File: src/rtl/conv_pkg.sv
// Shared definitions for the streaming 3x3 convolution: FSM encoding,
// coefficient count, reset-default Gaussian kernel and accumulator sizing.
package conv_pkg;

  typedef enum logic [1:0] {
    ST_IDLE  = 2'd0,
    ST_FILL  = 2'd1,
    ST_RUN   = 2'd2,
    ST_DRAIN = 2'd3
  } state_e;

  localparam int N_COEF = 9;

  // 1/16 Gaussian kernel in raster order, loaded on reset.
  function automatic int def_coef(input int idx);
    case (idx)
      0, 2, 6, 8: def_coef = 1;
      4:          def_coef = 4;
      default:    def_coef = 2;
    endcase
  endfunction

  // Nine products of DATA_W+COEF_W+1 bits need four extra bits of headroom.
  function automatic int acc_width(input int dw, input int cw);
    acc_width = dw + cw + 5;
  endfunction

endpackage

File: src/rtl/conv_line_buf.sv
// IMG_W-deep pixel delay line: dout is the value pushed DEPTH enables ago.
module conv_line_buf #(
  parameter int DEPTH  = 8,
  parameter int DATA_W = 8
) (
  input  logic              clk,
  input  logic              en,
  input  logic [DATA_W-1:0] din,
  output logic [DATA_W-1:0] dout
);

  logic [DATA_W-1:0] mem_q [DEPTH];
  logic [DATA_W-1:0] mem_d [DEPTH];

  always_comb begin
    mem_d = mem_q;
    if (en) begin
      mem_d[0] = din;
      for (int i = 1; i < DEPTH; i++) mem_d[i] = mem_q[i-1];
    end
  end

  always_ff @(posedge clk) begin
    mem_q <= mem_d;
  end

  assign dout = mem_q[DEPTH-1];

endmodule

File: src/rtl/conv2d_stream.sv
// Streaming VALID 3x3 convolution over a raster pixel stream with two-stage
// multiply / round-saturate pipeline and ready/valid flow control.
module conv2d_stream
  import conv_pkg::*;
#(
  parameter int IMG_W     = 8,
  parameter int IMG_H     = 8,
  parameter int DATA_W    = 8,
  parameter int COEF_W    = 8,
  parameter int FRAC_BITS = 4,
  parameter int OUT_W     = 16
) (
  input  logic                     clk,
  input  logic                     in_st,
  input  logic                     start,
  input  logic                     relu_en,
  output logic                     busy,
  input  logic                     coef_we,
  input  logic [3:0]               coef_addr,
  input  logic signed [COEF_W-1:0] coef_din,
  input  logic                     pix_valid,
  output logic                     pix_ready,
  input  logic [DATA_W-1:0]        pix_din,
  output logic                     out_valid,
  input  logic                     out_ready,
  output logic signed [OUT_W-1:0]  dout,
  output logic                     out_last,
  output logic                     frame_done
);

  localparam int ACC_W  = acc_width(DATA_W, COEF_W);
  localparam int PROD_W = DATA_W + COEF_W + 1;
  localparam int EXT_W  = (ACC_W > OUT_W) ? ACC_W : OUT_W;
  localparam int COL_W  = $clog2(IMG_W);
  localparam int ROW_W  = $clog2(IMG_H);

  localparam logic signed [ACC_W-1:0] HALF = ACC_W'(1) << (FRAC_BITS - 1);
  localparam logic signed [EXT_W-1:0] OMAX = {{(EXT_W-OUT_W+1){1'b0}}, {(OUT_W-1){1'b1}}};
  localparam logic signed [EXT_W-1:0] OMIN = {{(EXT_W-OUT_W+1){1'b1}}, {(OUT_W-1){1'b0}}};

  function automatic logic signed [ACC_W-1:0] round_fn(input logic signed [ACC_W-1:0] v);
    round_fn = (v + HALF) >>> FRAC_BITS;
  endfunction

  function automatic logic signed [OUT_W-1:0] sat_fn(input logic signed [ACC_W-1:0] v);
    logic signed [EXT_W-1:0] e;
    e = EXT_W'(v);
    if (e > OMAX)      sat_fn = OMAX[OUT_W-1:0];
    else if (e < OMIN) sat_fn = OMIN[OUT_W-1:0];
    else               sat_fn = e[OUT_W-1:0];
  endfunction

  state_e                    state_q, state_d;
  logic [ROW_W-1:0]          row_q, row_d;
  logic [COL_W-1:0]          col_q, col_d;
  logic                      relu_q, relu_d;
  logic                      frame_done_q, frame_done_d;
  logic signed [COEF_W-1:0]  coef_q [N_COEF];
  logic signed [COEF_W-1:0]  coef_d [N_COEF];
  logic [DATA_W-1:0]         win_q [N_COEF];
  logic [DATA_W-1:0]         win_d [N_COEF];
  logic [DATA_W-1:0]         lb0_out, lb1_out;

  logic signed [PROD_W-1:0]  prod_p1_q [N_COEF];
  logic signed [PROD_W-1:0]  prod_p1_d [N_COEF];
  logic                      vld_p1_q, vld_p1_d;
  logic                      last_p1_q, last_p1_d;
  logic signed [ACC_W-1:0]   sum_p1;
  logic signed [OUT_W-1:0]   res_p1;
  logic signed [OUT_W-1:0]   dout_p2_q, dout_p2_d;
  logic                      vld_p2_q, vld_p2_d;
  logic                      last_p2_q, last_p2_d;

  logic adv, acc, complete, is_final;

  // A result stuck at the output freezes the whole pipeline and the input.
  assign adv       = !(vld_p2_q && !out_ready);
  assign pix_ready = adv && (state_q == ST_FILL || state_q == ST_RUN);
  assign acc       = pix_valid && pix_ready;
  assign is_final  = (row_q == ROW_W'(IMG_H - 1)) && (col_q == COL_W'(IMG_W - 1));
  assign complete  = acc && (state_q == ST_RUN) && (col_q >= COL_W'(2));

  conv_line_buf #(.DEPTH(IMG_W), .DATA_W(DATA_W)) u_lb0 (
    .clk  (clk),
    .en   (acc),
    .din  (pix_din),
    .dout (lb0_out)
  );

  conv_line_buf #(.DEPTH(IMG_W), .DATA_W(DATA_W)) u_lb1 (
    .clk  (clk),
    .en   (acc),
    .din  (lb0_out),
    .dout (lb1_out)
  );

  always_comb begin
    state_d      = state_q;
    row_d        = row_q;
    col_d        = col_q;
    relu_d       = relu_q;
    frame_done_d = 1'b0;
    coef_d       = coef_q;
    if (state_q == ST_IDLE && coef_we && coef_addr <= 4'd8) coef_d[coef_addr] = coef_din;
    case (state_q)
      ST_IDLE: begin
        if (start) begin
          state_d = ST_FILL;
          relu_d  = relu_en;
          row_d   = '0;
          col_d   = '0;
        end
      end
      ST_FILL: begin
        if (acc && row_q == ROW_W'(2) && col_q == COL_W'(1)) state_d = ST_RUN;
      end
      ST_RUN: begin
        if (acc && is_final) state_d = ST_DRAIN;
      end
      ST_DRAIN: begin
        if (vld_p2_q && out_ready && last_p2_q) begin
          state_d      = ST_IDLE;
          frame_done_d = 1'b1;
        end
      end
      default: state_d = ST_IDLE;
    endcase
    if (acc) begin
      if (col_q == COL_W'(IMG_W - 1)) begin
        col_d = '0;
        row_d = is_final ? '0 : row_q + ROW_W'(1);
      end else begin
        col_d = col_q + COL_W'(1);
      end
    end
  end

  // Stage 0: new window column = two line-buffer taps plus incoming pixel.
  always_comb begin
    win_d = win_q;
    if (acc) begin
      for (int i = 0; i < 3; i++) begin
        win_d[i*3+0] = win_q[i*3+1];
        win_d[i*3+1] = win_q[i*3+2];
      end
      win_d[2] = lb1_out;
      win_d[5] = lb0_out;
      win_d[8] = pix_din;
    end
  end

  // Stage 1: nine signed products of the completed window.
  always_comb begin
    prod_p1_d = prod_p1_q;
    vld_p1_d  = vld_p1_q;
    last_p1_d = last_p1_q;
    if (adv) begin
      vld_p1_d  = complete;
      last_p1_d = complete && is_final;
      if (complete) begin
        for (int k = 0; k < N_COEF; k++)
          prod_p1_d[k] = PROD_W'($signed({1'b0, win_d[k]})) * PROD_W'(coef_q[k]);
      end
    end
  end

  // Stage 2: accumulate, round, saturate, optional ReLU.
  always_comb begin
    sum_p1 = '0;
    for (int k = 0; k < N_COEF; k++) sum_p1 = sum_p1 + ACC_W'(prod_p1_q[k]);
    res_p1 = sat_fn(round_fn(sum_p1));
    if (relu_q && res_p1 < 0) res_p1 = '0;
    dout_p2_d = dout_p2_q;
    vld_p2_d  = vld_p2_q;
    last_p2_d = last_p2_q;
    if (adv) begin
      vld_p2_d  = vld_p1_q;
      last_p2_d = vld_p1_q && last_p1_q;
      if (vld_p1_q) dout_p2_d = res_p1;
    end
  end

  always_ff @(posedge clk) begin
    if (in_st) begin
      state_q      <= ST_IDLE;
      row_q        <= '0;
      col_q        <= '0;
      relu_q       <= 1'b0;
      frame_done_q <= 1'b0;
      vld_p1_q     <= 1'b0;
      last_p1_q    <= 1'b0;
      vld_p2_q     <= 1'b0;
      last_p2_q    <= 1'b0;
      dout_p2_q    <= '0;
      for (int k = 0; k < N_COEF; k++) coef_q[k] <= COEF_W'(def_coef(k));
    end else begin
      state_q      <= state_d;
      row_q        <= row_d;
      col_q        <= col_d;
      relu_q       <= relu_d;
      frame_done_q <= frame_done_d;
      vld_p1_q     <= vld_p1_d;
      last_p1_q    <= last_p1_d;
      vld_p2_q     <= vld_p2_d;
      last_p2_q    <= last_p2_d;
      dout_p2_q    <= dout_p2_d;
      coef_q       <= coef_d;
    end
  end

  always_ff @(posedge clk) begin
    win_q     <= win_d;
    prod_p1_q <= prod_p1_d;
  end

  assign busy       = (state_q != ST_IDLE);
  assign out_valid  = vld_p2_q;
  assign out_last   = last_p2_q;
  assign dout       = dout_p2_q;
  assign frame_done = frame_done_q;

endmodule
File: config.mk
export PLATFORM = sky130hd
export DESIGN_NAME = conv2d_stream
export DESIGN_NICKNAME = d
export VERILOG_FILES = /design/src/rtl/conv_pkg.sv /design/src/rtl/conv_line_buf.sv /design/src/rtl/conv2d_stream.sv
export SDC_FILE = /design/constraint.sdc
export NUM_CORES = 2
export LEC_CHECK = 0
export ABC_AREA = 1
export CAP_MARGIN = 20
export CORE_ASPECT_RATIO = 0.6
export CORE_MARGIN = 4
export CORE_UTILIZATION = 55
export DETAILED_ROUTE_END_ITERATION = 6
export PLACE_DENSITY = 0.83
export SLEW_MARGIN = 20
export SYNTH_ARGS = -nofsm -noshare
export SYNTH_HDL_FRONTEND = slang
export SYNTH_HIERARCHICAL = 1
export SYNTH_SLANG_ARGS = --single-unit
File: constraint.sdc
create_clock -name clk -period 6.2 [get_ports clk]
set_input_delay 0.62 -clock clk [delete_from_list [all_inputs] [get_ports clk]]
set_output_delay 0.62 -clock clk [all_outputs]
set_load 0.02 [all_outputs]
# == Word level (Yosys, flattened, before mapping) ==
# Index checks and enable logic that the tools add are counted.
# word_totals
mem_bits_rw,0
latch_bits,0
mem_bits_ro,0
wordCells,146
input_bits,27
out_inout_bits,21
reg_bits,455
memories,0
# classes
magnitude_cmp,7
bitwise_logic,3
n_mux,22
n_div,0
multipliers,9
eq_ne,11
n_addsub,11
n_reduce_logical,30
shift,0
# op_table
cell,count
9-bit by 8-bit multiplier with 17-bit output,9
21-bit by 17-bit adder with 21-bit output,4
72-bit bitwise mux,1
72-bit 2-to-1 mux,1
16-bit 2-to-1 mux,3
8-bit demux with 4-bit select,1
3-bit 2-to-1 mux,9
20-bit by 17-bit adder with 21-bit output,1
21-bit by 5-bit adder with 21-bit output (second input constant),1
19-bit by 17-bit adder with 20-bit output,1
18-bit by 17-bit adder with 19-bit output,1
17-bit by 17-bit adder with 18-bit output,1
17-bit by 16-bit greater-than comparator with 1-bit output (second input constant),1
1-bit logical AND,17
17-bit by 16-bit < comparator with 1-bit output (second input constant),1
16-bit by 1-bit < comparator with 1-bit output (second input constant),1
2-bit 2-to-1 mux,4
8-bit 2-to-1 mux,1
2-bit case mux with 4 select lines,1
2-bit AND reduction,4
3-bit by 1-bit adder with 3-bit output (second input constant),2
3-bit == test (second input constant),2
2-bit nonzero test,3
5-bit >= comparator (second input constant),1
other kinds (17),22

# == Depth between registers and ports, before layout ==
# depth
ltp_word,15
ltp_mapped,31
mapped_depth_nobuf,29

# == Cells and area by module ==
# Netlist, hierarchy kept.
# modules_own_cells
mod,seq_area_each_um2,area_per_inst_um2,cells_per_inst,instances
conv2d_stream,8077.7,34107.7,3806,1
conv_line_buf,1921.8,1981.9,72,2

# == Worst setup path after synthesis ==
# No wires, ideal clock.
# synth_timing
path_type,flip-flop to flip-flop
startpoint,reg state_q[0]
endpoint,reg prod_p1_q[118] (netlist bit) (data pin)
arrival_time_ns,6.769
setup_ns,0.261
required_ns,5.939
stages_incl_launch_ff,29
setup_slack_ns,-0.830
path_buffers,2
synth_period_minus_slack_ns,7.030
path_cell_list,dfxtp_1 -> inv_1 -> ha_1 -> inv_1 -> nor2_2 -> nand2_2 -> inv_1 -> buf_2 -> buf_2 -> nand2_1 -> nand2_1 -> inv_1 -> nand2_1 -> fa_1 -> fa_1 -> inv_1 -> fa_1 -> inv_1 -> fa_1 -> inv_1 -> ha_1 -> nand2_1 -> o21ai_0 -> a21oi_1 -> o21ai_0 -> a21oi_1 -> nor2_1 -> nor2_1 -> xor2_1
# synth_rtl
element,line,text
start: declaration,conv2d_stream.sv:53,"state_e state_q, state_d;"
start signal: assignment,conv2d_stream.sv:197,state_q <= state_d;
end signal: assignment,conv2d_stream.sv:213,prod_p1_q <= prod_p1_d;
end: declaration,conv2d_stream.sv:64,logic signed [PROD_W-1:0] prod_p1_q [N_COEF];

==> key figures <==
Synthesis
  • Post-synth EDFFs: 281
  • Post-Syn Area: 38070 µm²
  • Area contributors post-synth: fa_1 24%, edfxtp_1 22%, ha_1 14%
  • Synth area leader: fa_1
  • Seq/Total Area, Yosys: 31.31%
  • Syn Inst Count: 3950
  • Post-synthesis async set-or-reset flop share: 0%
  • Syn_area_per_cell: 9.638 µm²
  • Synth Flop Type: edfxtp_1
  • Number of distinct library cells after synthesis: 47
  • Warnings, synthesis: 6
  • Synthesis-stage register bit count: 455
  • Area share of the largest cell type after synthesis: 23.93%
  • Net count after synthesis: 4853

STA
  • Post-route setup TNS: 0 ps
  • Worst-Margin Slew: 1167 ps
  • Clock skew: 23.36 ps
  • Crit share post-route: 96.17%
  • Max Clock Freq: 167.7 MHz
  • Final setup vio count: 0
  • Tmin final: 5962 ps
  • Fin. max-slew vios: 0
  • Relative slew slack: 21.95%
  • Worst setup margin: 237.5 ps
  • Hold Vio Cnt, Final: 0

Place
  • Post-DP HPWL: 80830 µm
  • Port bufs: 47
  • Gpl congestion: 0.9906
  • DP Worst Slack: -104.2 ps
  • Inst Count DP: 4986

Worst setup path
  • CP Data Arrival Time: 6380 ps
  • Critical path type: register to register
  • Worst setup SP type: register
  • Worst EP required: 6620 ps
  • Flop2flop setup slack: 240 ps
  • Crit-path cells: inv_1 -> ha_1 -> inv_1 -> nor2_2 -> nand2_4 -> buf_12 -> nand2_1 -> o21ai_0 -> buf_4 -> inv_1 -> nor2_1 -> fa_1 -> inv_1 -> fa_1 -> fa_1 -> inv_1 -> fa_1 -> ha_1 -> a21oi_1 -> o21ai_0 -> a21oi_1 -> o21bai_1 -> a21oi_1 -> xor2_1
  • Kind of end point of the critical path: register
  • Worst-path maximum fanout: 62
  • Most common cell on crit path: inv_1
  • CP peak stage delay: 520 ps
  • Worst path slowest cell: fa_1

Floorplan
  • Core Area: 68330 µm²
  • Die X-Extent: 347.7 µm
  • FP Rows: 74
  • DIE HEIGHT: 211.8 µm
  • IO Pins: 48
  • Die area: 73630 µm²
  • Starting Density: 55.72%

Clock tree
  • Clock root buffer: clkbuf_16
  • CTS sink count: 455
  • Clk_lat worst skew: 600 ps
  • H-tree depth: 2
  • CTS Hold Buffers Added: 0
  • CTS tree: done
  • Clock Path Buffers: 3
  • Num CTS Buffers: 46
  • Clock transition at the registers of the reported paths: 70 ps

Global route
  • Initial antenna violation count: 6
  • Total grt overflow: 0
  • Met2 layer usage reported by global route: 40.07%
  • Total Routing Usage GR: 28.16%
  • GRT busiest layer: met1
  • Routing usage on met3: 8.216%
  • M1 GR Usage: 42.53%
  • Vias in the first global route: 27593
  • First-pass GRT wire length: 159100 µm
  • Largest net degree at the start of global routing: 76

Power and ir drop
  • Clk network pwr share: 23.2%
  • Peak supply drop: 0.2700 mV
  • Sw Share: 40.46%
  • Flop pwr share: 31.9%
  • Combinational share of power: 44.9%
  • NetSw: 5432 µW
  • Cell Int Power: 7992 µW
  • Leakage power: 0.02015 µW
  • Cell area power density: 319.1 nW/µm²

Min path
  • Worst Hold Class: register to register

Cells and area
  • Most frequent cells in the layout: 884 x inv_1, 537 x nand2_1, 455 x fa_1, 421 x ha_1, 408 x nor2_1
  • Fillers: 5546
  • Net count reported at finish: 5025
  • Area Overhead vs Synth: 10.51%
  • Share of cells above drive strength 1: 7.862%
  • Most common cell after layout, fill and taps aside: inv_1
  • Non-Filler Instances: 5073

Run
  • Max Cap Violations: 0

Outcome
  • Status: finished clean

Detailed routing
  • Pre-antenna DRT Iters: 6
  • Via count: 27579
  • Routed wire length: 101100 µm
  • DRC viols: 0
  • Post-DRT Antenna Nets: 0
  • DR WL/cell: 19.92 µm
  • Starting DRC count in detailed routing: 2928
  • Number of vias per cell: 5.436
## timing repair
item                                    4_1_cts  5_1_grt
endpoints found under the setup margin        0       13
setup buffers                                 0        0
resized for setup                             0        4
## power by group through the flow
stage	sequential, µW	combinational, µW	clock (µW)
floorplan	4140	3590	0
global placement	4320	5680	0
detailed placement	4330	5820	0
CTS	4270	5890	3150
global route	4300	6670	3280
finish	4280	6030	3120
## stage by stage
stage               area, µm²  hold slack, ps  total power (µW)  utilization [%]
floorplan               38080           400.3              7730                -
global placement        40430           400.3             10000            59.17
detailed placement      40420           404.5             10160            59.15
CTS                     42060           418.8             13310            61.56
global route            42070           417.8             14250            61.57
finish                  42070           418.2             13420            61.57
## cell families (layout without fill, tap and decap cells)
group                      after synthesis  after routing  synth area share, %
AOI/OAI and AO/OA                      457            457                6.869
xor gates and xnor gates               121            121                2.784
adders and majority gates              876            876                37.76
buffers and inverters                  945           1154                9.560
DFF                                    455            455                31.31
other                                    0              2                    0
and+or+nand+nor                       1096           1096                11.71
## state kept, by name (all words and copies together) (netlist names), 2 cells and up
name         flops
col_q            3
u_lb0/mem_q     56
state_q          2
u_lb1/dout       8
row_q            3
dout            16
prod_p1_q      153
u_lb1/mem_q     56
u_lb0/dout       8
win_q           72
coef_q          72
## per-layer routing
layer	vias up	share of wire, %
li1	12654	-
met1	13450	45
met2	1303	40
met3	172	12
met4	0	2.6
met5	-	0
## path summary, 6_finish.rpt
check                                                from                         to  depth (start not counted)
worst max-delay path              state_q[1]$_SDFFE_PP0P_    prod_p1_q[30]$_DFFE_PP_                         24
worst min-delay path            u_lb0/mem_q[53]$_DFFE_PP_  u_lb0/mem_q[45]$_DFFE_PP_                          0
worst max register to register    state_q[1]$_SDFFE_PP0P_    prod_p1_q[30]$_DFFE_PP_                         24
worst min register to register  u_lb0/mem_q[53]$_DFFE_PP_  u_lb0/mem_q[45]$_DFFE_PP_                          0
## critical path, delay by kind of cell, from the launching register on
family,cells,cell delay [ps]
xor gates and xnor gates,1,230
adders and majority gates,6,2650
AOI/OAI and AO/OA,6,990
and+or+nand+nor,4,580
buffers and inverters,7,840
DFF,1,370
## cells in the mapped netlist (2+ instances only)
cell / number
clkbuf_1: 26
nand3_1: 45
nand3b_1: 3
buf_4: 17
nor3_1: 15
or2_2: 60
a211oi_1: 2
nand4_1: 11
xnor2_1: 34
o21bai_1: 11
nand2_1: 537
xor2_1: 87
nor2_2: 3
ha_1: 421
dfxtp_1: 174
edfxtp_1: 281
o21ai_0: 131
o2111ai_1: 16
o21ai_1: 7
a21oi_2: 2
a21o_1: 13
fa_1: 455
nor2_1: 408
o21ai_2: 33
buf_2: 11
nand3_2: 2
a31oi_1: 9
buf_6: 2
nor4_1: 2
a21oi_1: 216
nand2_2: 4
o221ai_1: 4
o211ai_1: 8
nor2_4: 2
inv_1: 886
## area by class of cell
type	instances	area [µm²]	area share [%]
Multi-Input combinational cell	2550	22530	53.54
Sequential cell	455	11920	28.33
Inverter	888	3349	7.961
Timing Repair Buffer	181	1486	3.533
Clock buffer	50	1187	2.822
Tap cell	912	1141	2.712
Clock inverter	35	456.7	1.085
Antenna cell	2	5.005	0.01190
Note: power is estimated with default switching activity, not from simulation.
